===== config.mk =====
export PLATFORM = sky130hd
export DESIGN_NAME = demosaic_mul_share_ctrl_flat
export DESIGN_NICKNAME = d
export VERILOG_FILES = /design/src/rtl/demosaic_mul_pkg.sv /design/src/rtl/demosaic_mul_share_ctrl_if.sv /design/src/rtl/demosaic_mul_pipe.sv /design/src/rtl/demosaic_mul_share_ctrl.sv /design/src/flat_wrapper.sv
export SDC_FILE = /design/constraint.sdc
export NUM_CORES = 1
export LEC_CHECK = 0
export CORE_MARGIN = 4
export CORE_UTILIZATION = 30
export DETAILED_ROUTE_END_ITERATION = 7
export DONT_BUFFER_PORTS = 1
export GPL_TIMING_DRIVEN = 0
export HOLD_SLACK_MARGIN = 0.03
export PLACE_DENSITY = 0.53
export SKIP_CTS_REPAIR_TIMING = 1
export SLEW_MARGIN = 30
export SYNTH_ARGS = -nofsm -noshare
export SYNTH_HDL_FRONTEND = slang
export SYNTH_SLANG_ARGS = --single-unit

===== constraint.sdc =====
create_clock -name ap_clk -period 4.39 [get_ports ap_clk]
set_clock_uncertainty 0.05 [all_clocks]
set_input_delay 0.439 -clock ap_clk [delete_from_list [all_inputs] [get_ports ap_clk]]
set_output_delay 0.439 -clock ap_clk [all_outputs]
set_load 0.02 [all_outputs]

===== src/rtl/demosaic_mul_pkg.sv =====
// Shared types and helpers for the demosaic multiplier-sharing controller.
// Also holds the round-robin pick used by the request arbiter.
package demosaic_mul_pkg;

  localparam int DEF_A_WIDTH = 18;
  localparam int DEF_B_WIDTH = 8;
  localparam int DEF_P_WIDTH = 25;
  localparam int MAX_NREQ    = 8;
  localparam int MAX_ID_W    = 3;

  typedef struct packed {
    logic [MAX_ID_W-1:0]    id;
    logic [DEF_A_WIDTH-1:0] a;
    logic [DEF_B_WIDTH-1:0] b;
  } mul_req_t;

  typedef struct packed {
    logic [MAX_ID_W-1:0]    id;
    logic [DEF_P_WIDTH-1:0] p;
  } mul_rsp_t;

  typedef struct packed {
    logic                found;
    logic [MAX_ID_W-1:0] idx;
  } rr_pick_t;

  // First set bit of valid, searching from ptr+1 and wrapping modulo nreq.
  function automatic rr_pick_t rr_pick(input logic [MAX_NREQ-1:0] valid,
                                       input logic [MAX_ID_W-1:0] ptr,
                                       input int                  nreq);
    rr_pick_t res;
    int       cand;
    res = '0;
    for (int i = 1; i <= MAX_NREQ; i++) begin
      cand = (int'(ptr) + i) % nreq;
      if (i <= nreq && !res.found && valid[cand]) begin
        res.found = 1'b1;
        res.idx   = MAX_ID_W'(cand);
      end
    end
    return res;
  endfunction

endpackage


===== src/rtl/demosaic_mul_share_ctrl_if.sv =====
// Request/response bundle between demosaic kernels and the shared multiplier.
// Requests and responses are valid/ready: a beat transfers on a clock edge where both are high.
interface demosaic_mul_share_ctrl_if #(
  parameter int NREQ    = 3,
  parameter int A_WIDTH = 18,
  parameter int B_WIDTH = 8,
  parameter int P_WIDTH = 25
);
  localparam int ID_W = (NREQ > 1) ? $clog2(NREQ) : 1;

  logic [NREQ-1:0]         req_valid;
  logic [NREQ*A_WIDTH-1:0] req_a;
  logic [NREQ*B_WIDTH-1:0] req_b;
  logic [NREQ-1:0]         req_ready;
  logic                    rsp_valid;
  logic [ID_W-1:0]         rsp_id;
  logic [P_WIDTH-1:0]      rsp_p;
  logic                    rsp_ready;

  modport master (
    output req_valid, req_a, req_b, rsp_ready,
    input  req_ready, rsp_valid, rsp_id, rsp_p
  );

  modport slave (
    input  req_valid, req_a, req_b, rsp_ready,
    output req_ready, rsp_valid, rsp_id, rsp_p
  );
endinterface


===== src/rtl/demosaic_mul_pipe.sv =====
// NUM_STAGE-deep unsigned multiplier with valid/id sideband and no back-pressure.
// Stage 0 captures operands; the truncated product travels through the remaining stages.
module demosaic_mul_pipe #(
  parameter int ID_W      = 2,
  parameter int A_WIDTH   = 18,
  parameter int B_WIDTH   = 8,
  parameter int P_WIDTH   = 25,
  parameter int NUM_STAGE = 2
) (
  input  logic               clk,
  input  logic               rst,
  input  logic               in_vld,
  input  logic [ID_W-1:0]    in_id,
  input  logic [A_WIDTH-1:0] in_a,
  input  logic [B_WIDTH-1:0] in_b,
  output logic               out_vld,
  output logic [ID_W-1:0]    out_id,
  output logic [P_WIDTH-1:0] out_p
);
  localparam int F_WIDTH = A_WIDTH + B_WIDTH;

  logic               s0_vld;
  logic [ID_W-1:0]    s0_id;
  logic [A_WIDTH-1:0] s0_a;
  logic [B_WIDTH-1:0] s0_b;
  logic [F_WIDTH-1:0] full;
  logic [P_WIDTH-1:0] prod0;

  always_ff @(posedge clk) begin
    if (rst) s0_vld <= 1'b0;
    else     s0_vld <= in_vld;
  end

  always_ff @(posedge clk) begin
    if (in_vld) begin
      s0_id <= in_id;
      s0_a  <= in_a;
      s0_b  <= in_b;
    end
  end

  assign full  = F_WIDTH'(s0_a) * F_WIDTH'(s0_b);
  assign prod0 = P_WIDTH'(full);

  generate
    if (NUM_STAGE == 1) begin : g_direct
      assign out_vld = s0_vld;
      assign out_id  = s0_id;
      assign out_p   = prod0;
    end else begin : g_shift
      logic [NUM_STAGE-2:0] sh_vld;
      logic [ID_W-1:0]      sh_id [NUM_STAGE-1];
      logic [P_WIDTH-1:0]   sh_p  [NUM_STAGE-1];

      always_ff @(posedge clk) begin
        if (rst) begin
          sh_vld <= '0;
        end else begin
          sh_vld[0] <= s0_vld;
          for (int i = 1; i < NUM_STAGE - 1; i++) sh_vld[i] <= sh_vld[i-1];
        end
      end

      always_ff @(posedge clk) begin
        sh_id[0] <= s0_id;
        sh_p[0]  <= prod0;
        for (int i = 1; i < NUM_STAGE - 1; i++) begin
          sh_id[i] <= sh_id[i-1];
          sh_p[i]  <= sh_p[i-1];
        end
      end

      assign out_vld = sh_vld[NUM_STAGE-2];
      assign out_id  = sh_id[NUM_STAGE-2];
      assign out_p   = sh_p[NUM_STAGE-2];
    end
  endgenerate

endmodule


===== src/rtl/demosaic_mul_share_ctrl.sv =====
// Round-robin sharing of one multiplier among NREQ requesters, with a credit-guarded
// response FIFO so that back-pressure on the response port never drops a product.
module demosaic_mul_share_ctrl
  import demosaic_mul_pkg::*;
#(
  parameter int NREQ      = 3,
  parameter int A_WIDTH   = DEF_A_WIDTH,
  parameter int B_WIDTH   = DEF_B_WIDTH,
  parameter int P_WIDTH   = DEF_P_WIDTH,
  parameter int NUM_STAGE = 2,
  parameter int OUT_DEPTH = 4
) (
  input  logic ap_clk,
  input  logic ap_rst,
  demosaic_mul_share_ctrl_if.slave bus
);
  localparam int ID_W  = (NREQ > 1) ? $clog2(NREQ) : 1;
  localparam int CNT_W = $clog2(OUT_DEPTH + 1);
  localparam int PTR_W = (OUT_DEPTH > 1) ? $clog2(OUT_DEPTH) : 1;

  logic [ID_W-1:0]    rr_ptr;
  rr_pick_t           pick;
  logic               issue_ok;
  logic [NREQ-1:0]    grant;
  logic               accept;
  logic [ID_W-1:0]    gidx;
  logic [A_WIDTH-1:0] sel_a;
  logic [B_WIDTH-1:0] sel_b;
  logic [CNT_W-1:0]   credit_used;

  logic               pipe_vld;
  logic [ID_W-1:0]    pipe_id;
  logic [P_WIDTH-1:0] pipe_p;

  logic [ID_W-1:0]    mem_id [OUT_DEPTH];
  logic [P_WIDTH-1:0] mem_p  [OUT_DEPTH];
  logic [PTR_W-1:0]   wr_ptr;
  logic [PTR_W-1:0]   rd_ptr;
  logic [CNT_W-1:0]   mem_cnt;
  logic               out_vld;
  logic [ID_W-1:0]    out_id;
  logic [P_WIDTH-1:0] out_p;
  logic               push;
  logic               pop;
  logic               load;

  // credit_used counts every product between accept and pop, so a pop frees
  // its slot only from the following cycle.
  always_comb begin
    pick     = rr_pick(MAX_NREQ'(bus.req_valid), MAX_ID_W'(rr_ptr), NREQ);
    issue_ok = credit_used < CNT_W'(OUT_DEPTH);
    gidx     = ID_W'(pick.idx);
    grant    = '0;
    if (issue_ok && !ap_rst && pick.found) grant[gidx] = 1'b1;
    accept   = |grant;
    sel_a    = bus.req_a[gidx*A_WIDTH +: A_WIDTH];
    sel_b    = bus.req_b[gidx*B_WIDTH +: B_WIDTH];
  end

  assign bus.req_ready = grant;

  always_ff @(posedge ap_clk) begin
    if (ap_rst) begin
      rr_ptr      <= ID_W'(NREQ - 1);
      credit_used <= '0;
    end else begin
      if (accept) rr_ptr <= gidx;
      credit_used <= credit_used + CNT_W'(accept) - CNT_W'(pop);
    end
  end

  demosaic_mul_pipe #(
    .ID_W      (ID_W),
    .A_WIDTH   (A_WIDTH),
    .B_WIDTH   (B_WIDTH),
    .P_WIDTH   (P_WIDTH),
    .NUM_STAGE (NUM_STAGE)
  ) u_pipe (
    .clk     (ap_clk),
    .rst     (ap_rst),
    .in_vld  (accept),
    .in_id   (gidx),
    .in_a    (sel_a),
    .in_b    (sel_b),
    .out_vld (pipe_vld),
    .out_id  (pipe_id),
    .out_p   (pipe_p)
  );

  // Fall-through FIFO: storage array plus a head register that drives rsp_*.
  assign push = pipe_vld;
  assign pop  = out_vld && bus.rsp_ready;
  assign load = (mem_cnt != '0) && (!out_vld || pop);

  always_ff @(posedge ap_clk) begin
    if (push) begin
      mem_id[wr_ptr] <= pipe_id;
      mem_p[wr_ptr]  <= pipe_p;
    end
  end

  always_ff @(posedge ap_clk) begin
    if (ap_rst) begin
      wr_ptr  <= '0;
      rd_ptr  <= '0;
      mem_cnt <= '0;
      out_vld <= 1'b0;
      out_id  <= '0;
      out_p   <= '0;
    end else begin
      if (push) wr_ptr <= wr_ptr + PTR_W'(1);
      if (load) begin
        rd_ptr  <= rd_ptr + PTR_W'(1);
        out_vld <= 1'b1;
        out_id  <= mem_id[rd_ptr];
        out_p   <= mem_p[rd_ptr];
      end else if (pop) begin
        out_vld <= 1'b0;
      end
      mem_cnt <= mem_cnt + CNT_W'(push) - CNT_W'(load);
    end
  end

  assign bus.rsp_valid = out_vld;
  assign bus.rsp_id    = out_id;
  assign bus.rsp_p     = out_p;

  always_ff @(posedge ap_clk) begin
    if (!ap_rst) begin
      assert ($onehot0(grant));
      assert (!(push && mem_cnt == CNT_W'(OUT_DEPTH)));
    end
  end

endmodule


===== src/flat_wrapper.sv =====
// flat-port wrapper written by rule: the top's interface ports become plain ports
module demosaic_mul_share_ctrl_flat import demosaic_mul_pkg::*;
#(
  parameter int NREQ      = 3,
  parameter int A_WIDTH   = DEF_A_WIDTH,
  parameter int B_WIDTH   = DEF_B_WIDTH,
  parameter int P_WIDTH   = DEF_P_WIDTH,
  parameter int NUM_STAGE = 2,
  parameter int OUT_DEPTH = 4
)
  (ap_clk, ap_rst, bus_req_valid, bus_req_a, bus_req_b, bus_rsp_ready, bus_req_ready, bus_rsp_valid, bus_rsp_id, bus_rsp_p);
  demosaic_mul_share_ctrl_if #(.NREQ(NREQ), .A_WIDTH(A_WIDTH), .B_WIDTH(B_WIDTH), .P_WIDTH(P_WIDTH)) bus_i ();
  input  logic ap_clk;
  input  logic ap_rst;
  input wire logic [$bits(bus_i.req_valid)-1:0] bus_req_valid;
  input wire logic [$bits(bus_i.req_a)-1:0] bus_req_a;
  input wire logic [$bits(bus_i.req_b)-1:0] bus_req_b;
  input wire logic [$bits(bus_i.rsp_ready)-1:0] bus_rsp_ready;
  output wire logic [$bits(bus_i.req_ready)-1:0] bus_req_ready;
  output wire logic [$bits(bus_i.rsp_valid)-1:0] bus_rsp_valid;
  output wire logic [$bits(bus_i.rsp_id)-1:0] bus_rsp_id;
  output wire logic [$bits(bus_i.rsp_p)-1:0] bus_rsp_p;
  assign bus_i.req_valid = bus_req_valid;
  assign bus_i.req_a = bus_req_a;
  assign bus_i.req_b = bus_req_b;
  assign bus_i.rsp_ready = bus_rsp_ready;
  assign bus_req_ready = bus_i.req_ready;
  assign bus_rsp_valid = bus_i.rsp_valid;
  assign bus_rsp_id = bus_i.rsp_id;
  assign bus_rsp_p = bus_i.rsp_p;
  demosaic_mul_share_ctrl #(.NREQ(NREQ), .A_WIDTH(A_WIDTH), .B_WIDTH(B_WIDTH), .P_WIDTH(P_WIDTH), .NUM_STAGE(NUM_STAGE), .OUT_DEPTH(OUT_DEPTH)) u_core (.ap_clk(ap_clk), .ap_rst(ap_rst), .bus(bus_i));
endmodule

After elaboration in Yosys (flattened, before gate mapping)
Memories as Yosys holds them, arrays and structs flattened. A register that Yosys moved wholly into a read port is not among the register bits.
Index checks and enable logic that the tools add are counted.
W data, S select, Z words.
{ "totals": {"register_bits": 43, "mem_bits_rw": 135, "inputBits": 84, "out_inout_bits": 31, "elab_cells": 71, "mem_count": 4} }
{ "mem_list": {"columns": ["memory", "depth", "word_bits", "rd", "rd_ports_with_merged_regs", "write_ports", "line_no", "rtl"], "rows": [
  ["u_core.mem_p", 4, 25, 1, 1, 1, "demosaic_mul_share_ctrl.sv:36", "logic [P_WIDTH-1:0] mem_p [OUT_DEPTH];"],
  ["u_core.u_pipe.g_shift.sh_p", 1, 25, 1, 0, 1, "demosaic_mul_pipe.sv:53", "logic [P_WIDTH-1:0] sh_p [NUM_STAGE-1];"],
  ["u_core.mem_id", 4, 2, 1, 1, 1, "demosaic_mul_share_ctrl.sv:35", "logic [ID_W-1:0] mem_id [OUT_DEPTH];"],
  ["u_core.u_pipe.g_shift.sh_id", 1, 2, 1, 0, 1, "demosaic_mul_pipe.sv:52", "logic [ID_W-1:0] sh_id [NUM_STAGE-1];"]
]} }
{ "classes": {"n_addsub": 9, "n_mul": 2, "n_div": 3, "order_cmp": 6, "shift": 2, "n_mux": 19, "reduce_logical": 15} }
{ "ops": {"columns": ["op", "n"], "rows": [
  ["$lt A32 B5 Y1 const B", 3],
  ["$mod A32 B3 Y32 const B", 3],
  ["$shiftx A54 B8 Y18", 1],
  ["$mul A18 B8 Y25", 1],
  ["$shiftx A24 B6 Y8", 1],
  ["$mux W4", 3],
  ["$mux W1", 11],
  ["$bmux W1 S3", 3],
  ["$logic_and A1 B1 Y1", 7],
  ["$add A2 B2 Y3 const B", 2],
  ["$add A3 B1 Y3", 2],
  ["$mul A2 B4 Y6 const B", 1],
  ["$sub A3 B1 Y3", 2],
  ["$add A2 B1 Y2 const B", 2],
  ["$logic_not A1 Y1", 4],
  ["$add A2 B1 Y3 const B", 1],
  ["$lt A2 B3 Y1 const B", 1],
  ["$lt A3 B3 Y1 const B", 1],
  ["$mux W3", 1],
  ["$reduce_bool A3 Y1", 1],
  ["$reduce_or A3 Y1", 1],
  ["$demux W1 S2", 1],
  ["$ge A2 B1 Y1 const B", 1],
  ["$reduce_bool A2 Y1", 1],
  ["$logic_or A1 B1 Y1", 1]
]} }

Logic depth before layout (Yosys ltp)
{ "logic_depth": {"depth_word": 20, "depth_mapped": 18, "depth_no_buf": 17} }

Cells and area by module
Synthesis repeated with hierarchy kept, for this count alone.
{ "unflattened": {"hier_cells": 1056, "hier_area_um2": 12343.1} }
{ "by_module_without_submodules": {"columns": ["mod", "n_inst", "cells_each", "area_each_um2"], "rows": [
  ["demosaic_mul_share_ctrl", 1, 465, 6353.6],
  ["demosaic_mul_pipe", 1, 591, 5989.5]
]} }

Least setup slack after synthesis
Ideal clock, no wire load.
{ "synth_path": {"path_type": "flip-flop to flip-flop", "from": "register u_core.u_pipe.s0_b[7]", "to": "memory u_core.u_pipe.g_shift.sh_p[0][24]", "t_arrival_ns": 4.515, "t_required_ns": 4.268, "slack_ns": -0.246, "path_stages_with_launch": 17, "path_buffers": 1, "cell_sequence": "edfxtp_1 clkbuf_1 and2_1 fa_1 fa_1 fa_1 inv_1 fa_1 inv_1 ha_1 a21o_1 a211oi_1 o21ai_0 a211oi_1 o211ai_1 a21oi_1 xor2_1"} }
{ "synth_between": {"elab_chain_cells": 1} }
{ "synth_rtl": {"columns": ["element", "line_no", "rtl"], "rows": [
  ["start, declared", "demosaic_mul_pipe.sv:25", "logic [B_WIDTH-1:0] s0_b;"],
  ["start signal, assigned", "demosaic_mul_pipe.sv:38", "s0_b <= in_b;"],
  ["$mul A18 B8 Y25", "demosaic_mul_pipe.sv:42", "assign full = F_WIDTH'(s0_a) * F_WIDTH'(s0_b);"],
  ["net u_core.u_pipe.full[24]", "demosaic_mul_pipe.sv:26", "logic [F_WIDTH-1:0] full;"],
  ["end, declared", "demosaic_mul_pipe.sv:53", null]
]} }
The timed path passes the listed nets, and every way through them passes these cells.

Worst setup path after layout
{ "layout_path": {"from": "register u_core.u_pipe.s0_b[2]", "to": "memory u_core.u_pipe.g_shift.sh_p[0][24]"} }
The elaborated chain is that of the path after synthesis.

==> summary.txt <==
Logic synthesis
  • Seq/Total Area, Yosys: 44.3%
  • Cells after synthesis: roughly 1000
  • Post-Synth Simple-Gate Area: 12.9%
  • Main combinational cell family by area after synthesis: adder cells
  • Asr flop ratio synth: 0%
  • Synth Warn #: 0
  • Netlist cell types: 61
  • Multiplexer area fraction after synthesis: roughly 5.5%
  • Number of enable flip-flop cells after synthesis: between 100 and 150
  • Ys flop type: edfxtp_1
  • Adder-Cell Fraction of Synth Area: between 20% and 30%
  • Post-synthesis compound-gate area fraction: ~7.6%
  • XOR/XNOR share of the synthesized area: 2.33%
  • Average size of a mapped cell: between 10 and 15 um^2
  • Syn Std Cell Area: 0.0123 mm^2
  • Post-synthesis register bit count: 205
  • Syn nets: about 1300

Timing
  • Final period utilization: 106%
  • Fmax: 214 MHz
  • RSZ-0062 raised after global routing: true
  • Max-slew violations: 0
  • Final setup vio count: 10
  • Slew margin rel.: ~51%
  • Final worst setup slack: -0.273 ns
  • Least-Margin Pin Slew: 0.729 ns
  • Min cycle time layout: 4.66 ns
  • Hold Violations, Final: 0

Finish
  • P&R area growth vs syn: 19.5%
  • NumNets Final: approximately 1300
  • Post-route insts no fill: ~1700
  • Final core occ: between 30% and 40%
  • Fraction of layout cells with a size suffix above 1: 20.6%
  • Post-route cell area: around 0.015 mm^2
  • Number of diodes: 0

Critical path
  • Critical path arrival: 5.04 ns
  • CP startpoint: u_core.u_pipe.s0_b[2]$_DFFE_PN_
  • Crit path to: u_core.u_pipe.g_shift.sh_p[0][24]$_DFF_P_
  • CP Launch Type: flop
  • Reg2reg end: u_core.u_pipe.g_shift.sh_p[0][24]$_DFF_P_
  • Depth of the most critical reg-to-reg path: 16
  • CP Data Required Time: 4.77 ns
  • CP Max Fanout: 5
  • FF-to-FF setup slack: -0.27 ns
  • Setup crit end kind: flop
  • Crit Path Category: flop to flop
  • Reg-to-Reg Start: u_core.u_pipe.s0_b[2]$_DFFE_PN_

Placed design
  • Port Buffers: 0
  • Dpl ws: -1.17 ns
  • Placed cell area: 0.0132 mm^2
  • Placed Instances: around 1600
  • GP Congestion: about 0.84
  • Hpwl dp: 19800 um

Clock tree
  • CTS Buffer Depth: 3
  • Worst-Skew Late Latency: approximately 0.52 ns
  • Total CTS buffers: 23
  • Clk slew on worst S/H paths: ~0.06 ns
  • CTS H-tree depth: 1
  • Clock sinks: between 200 and 250
  • CTS tree: yes
  • Root Buffer: clkbuf_16

Floorplan
  • Core Footprint: around 0.04 mm^2
  • # rows: 74
  • I/O Pins: ~120
  • Die Area: around 0.044 mm^2
  • Die width: about 210 um
  • Die height: 211 um
  • Initial Utilization: 30.3%

Global route
  • Overflow after GRT: 0
  • Largest net degree at the start of global routing: 29
  • Vias in the first global route: ~7800
  • Initial antenna violation count: 0
  • GRT Util Overall: between 10% and 20%
  • First-pass GRT wire length: ~43000 um

Route
  • Drt wl/cell: between 15 and 20 um
  • Vias per cell: roughly 4.5
  • ANT nets after route: 0
  • First-pass DRT Iterations: 5
  • Initial drt markers: approximately 350
  • Post-Route WL: 27200 um
  • DR vias: 7507
  • # DRC: 0

Run status
  • Failing checks: negative setup slack
  • Status: finished, violations left

Worst hold path
  • Worst hold path type: input port to flop

Flow run
  • Max-cap violations: 0
cell usage in the layout, fill, tap and decap left out, types with 4 or more instances in the layout:
cell / n
nand2_1: 146
edfxtp_1: 136
inv_1: 122
and2_1: 115
fa_1: 92
dfxtp_1: 69
ha_1: 46
buf_4: 43
a21oi_1: 37
mux4_2: 27
clkbuf_16: 25
a22oi_2: 19
xnor2_1: 18
clkbuf_1: 15
buf_6: 13
nor2_1: 13
xor2_1: 12
inv_2: 11
ha_4: 11
a21o_1: 10
nor2b_1: 8
a22oi_1: 8
clkbuf_8: 7
a21oi_2: 5
fa_2: 5
nand2b_1: 4
a211oi_4: 4
o21ai_2: 4
and2_4: 4
and2_2: 4
buf_16: 4
final cells by class:
type                    instances  area [um^2]
plain buffers                  35          253
multi-input cells             661         6540
clock inverters                 9          105
well taps                     532          666
clock buffers                  33          704
fillers                      3991        26000
repair buffers                 50          503
flip-flops and latches        205         5470
inverters                     133          499
state kept, by name, indices dropped and copies added (netlist names), 3 cells and up:
register / cells
u_core.mem_p: 100
u_core.bus.rsp_p: 25
u_core.u_pipe.g_shift.sh_p: 25
u_core.u_pipe.s0_a: 18
u_core.mem_id: 8
u_core.u_pipe.s0_b: 8
u_core.credit_used: 3
u_core.mem_cnt: 3
synth_stat cells, types with 3 or more instances:
cell type / instances / area (um^2)
ha_1: 59 / 738
mux4_2: 27 / 608
a21o_1: 10 / 75.1
a211oi_1: 7 / 52.6
clkbuf_1: 21 / 78.8
or3_1: 3 / 18.8
inv_1: 133 / 499
buf_4: 5 / 37.5
xor2_1: 13 / 114
and3_1: 3 / 18.8
nor2_1: 15 / 56.3
and2_1: 123 / 769
a21oi_1: 45 / 225
dfxtp_1: 69 / 1380
xnor2_1: 18 / 158
nand2_1: 148 / 556
nand2b_1: 4 / 25.0
a22oi_1: 9 / 67.6
nand3_1: 4 / 20.0
nor2b_1: 8 / 50.1
buf_2: 3 / 15.0
o21ai_0: 7 / 35.0
edfxtp_1: 136 / 4080
fa_1: 97 / 1940
a22oi_2: 18 / 225
mux2_4: 3 / 45.0
worst max-delay path: stages (launching register included):
cell	delay (ns)
edfxtp_1	0.48
buf_6	0.18
and2_1	0.15
fa_2	0.46
fa_1	0.53
fa_1	0.49
inv_1	0.05
fa_1	0.54
inv_2	0.05
ha_4	0.23
a211oi_2	0.28
o211a_1	0.22
o21ai_2	0.09
a211oi_4	0.21
o211ai_1	0.14
a21oi_2	0.20
xor2_2	0.23
routing by layer:
layer / track usage (%) / vias to the layer above / part of all wire, %
met1: 16.9 / 3690 / 47
li1: - / 3599 / -
met4: 2.71 / 0 / 2.0
met3: 1.74 / 36 / 4.5
met5: 0 / - / 0
met2: 19.6 / 182 / 47
how the worst min path moves through the flow:
stage,from,endpoint,depth (start not counted)
floorplan,u_core.u_pipe.s0_id[0]$_DFFE_PN_,u_core.u_pipe.g_shift.sh_id[0][0]$_DFF_P_,0
global placement,u_core.u_pipe.s0_id[0]$_DFFE_PN_,u_core.u_pipe.g_shift.sh_id[0][0]$_DFF_P_,0
detailed placement,u_core.u_pipe.s0_id[0]$_DFFE_PN_,u_core.u_pipe.g_shift.sh_id[0][0]$_DFF_P_,0
CTS,bus_rsp_ready,u_core.bus.rsp_valid$_SDFFE_PP0P_,3
global route,bus_req_a[4],u_core.u_pipe.s0_a[4]$_DFFE_PN_,2
finish,bus_rsp_ready,u_core.bus.rsp_valid$_SDFFE_PP0P_,3
stage by stage:
step	hold WS, ns	TNS (ns)
detailed placement	0.279	-9.44
global placement	0.278	-10.34
CTS	0.0291	-10.08
floorplan	0.273	-0.0185
finish	0.0549	-1.07
global route	0.0382	-3.00
cell families after synthesis:
logic type,count (synthesis)
xor gates and xnor gates,32
DFF,205
adders and majority gates,156
AOI/OAI and AO/OA,122
and+or+nand+nor,319
buffers and inverters,168
muxes,32
Power is not shown: default switching activity piles up to over one toggle a cycle in this logic, so the estimate is an artifact.
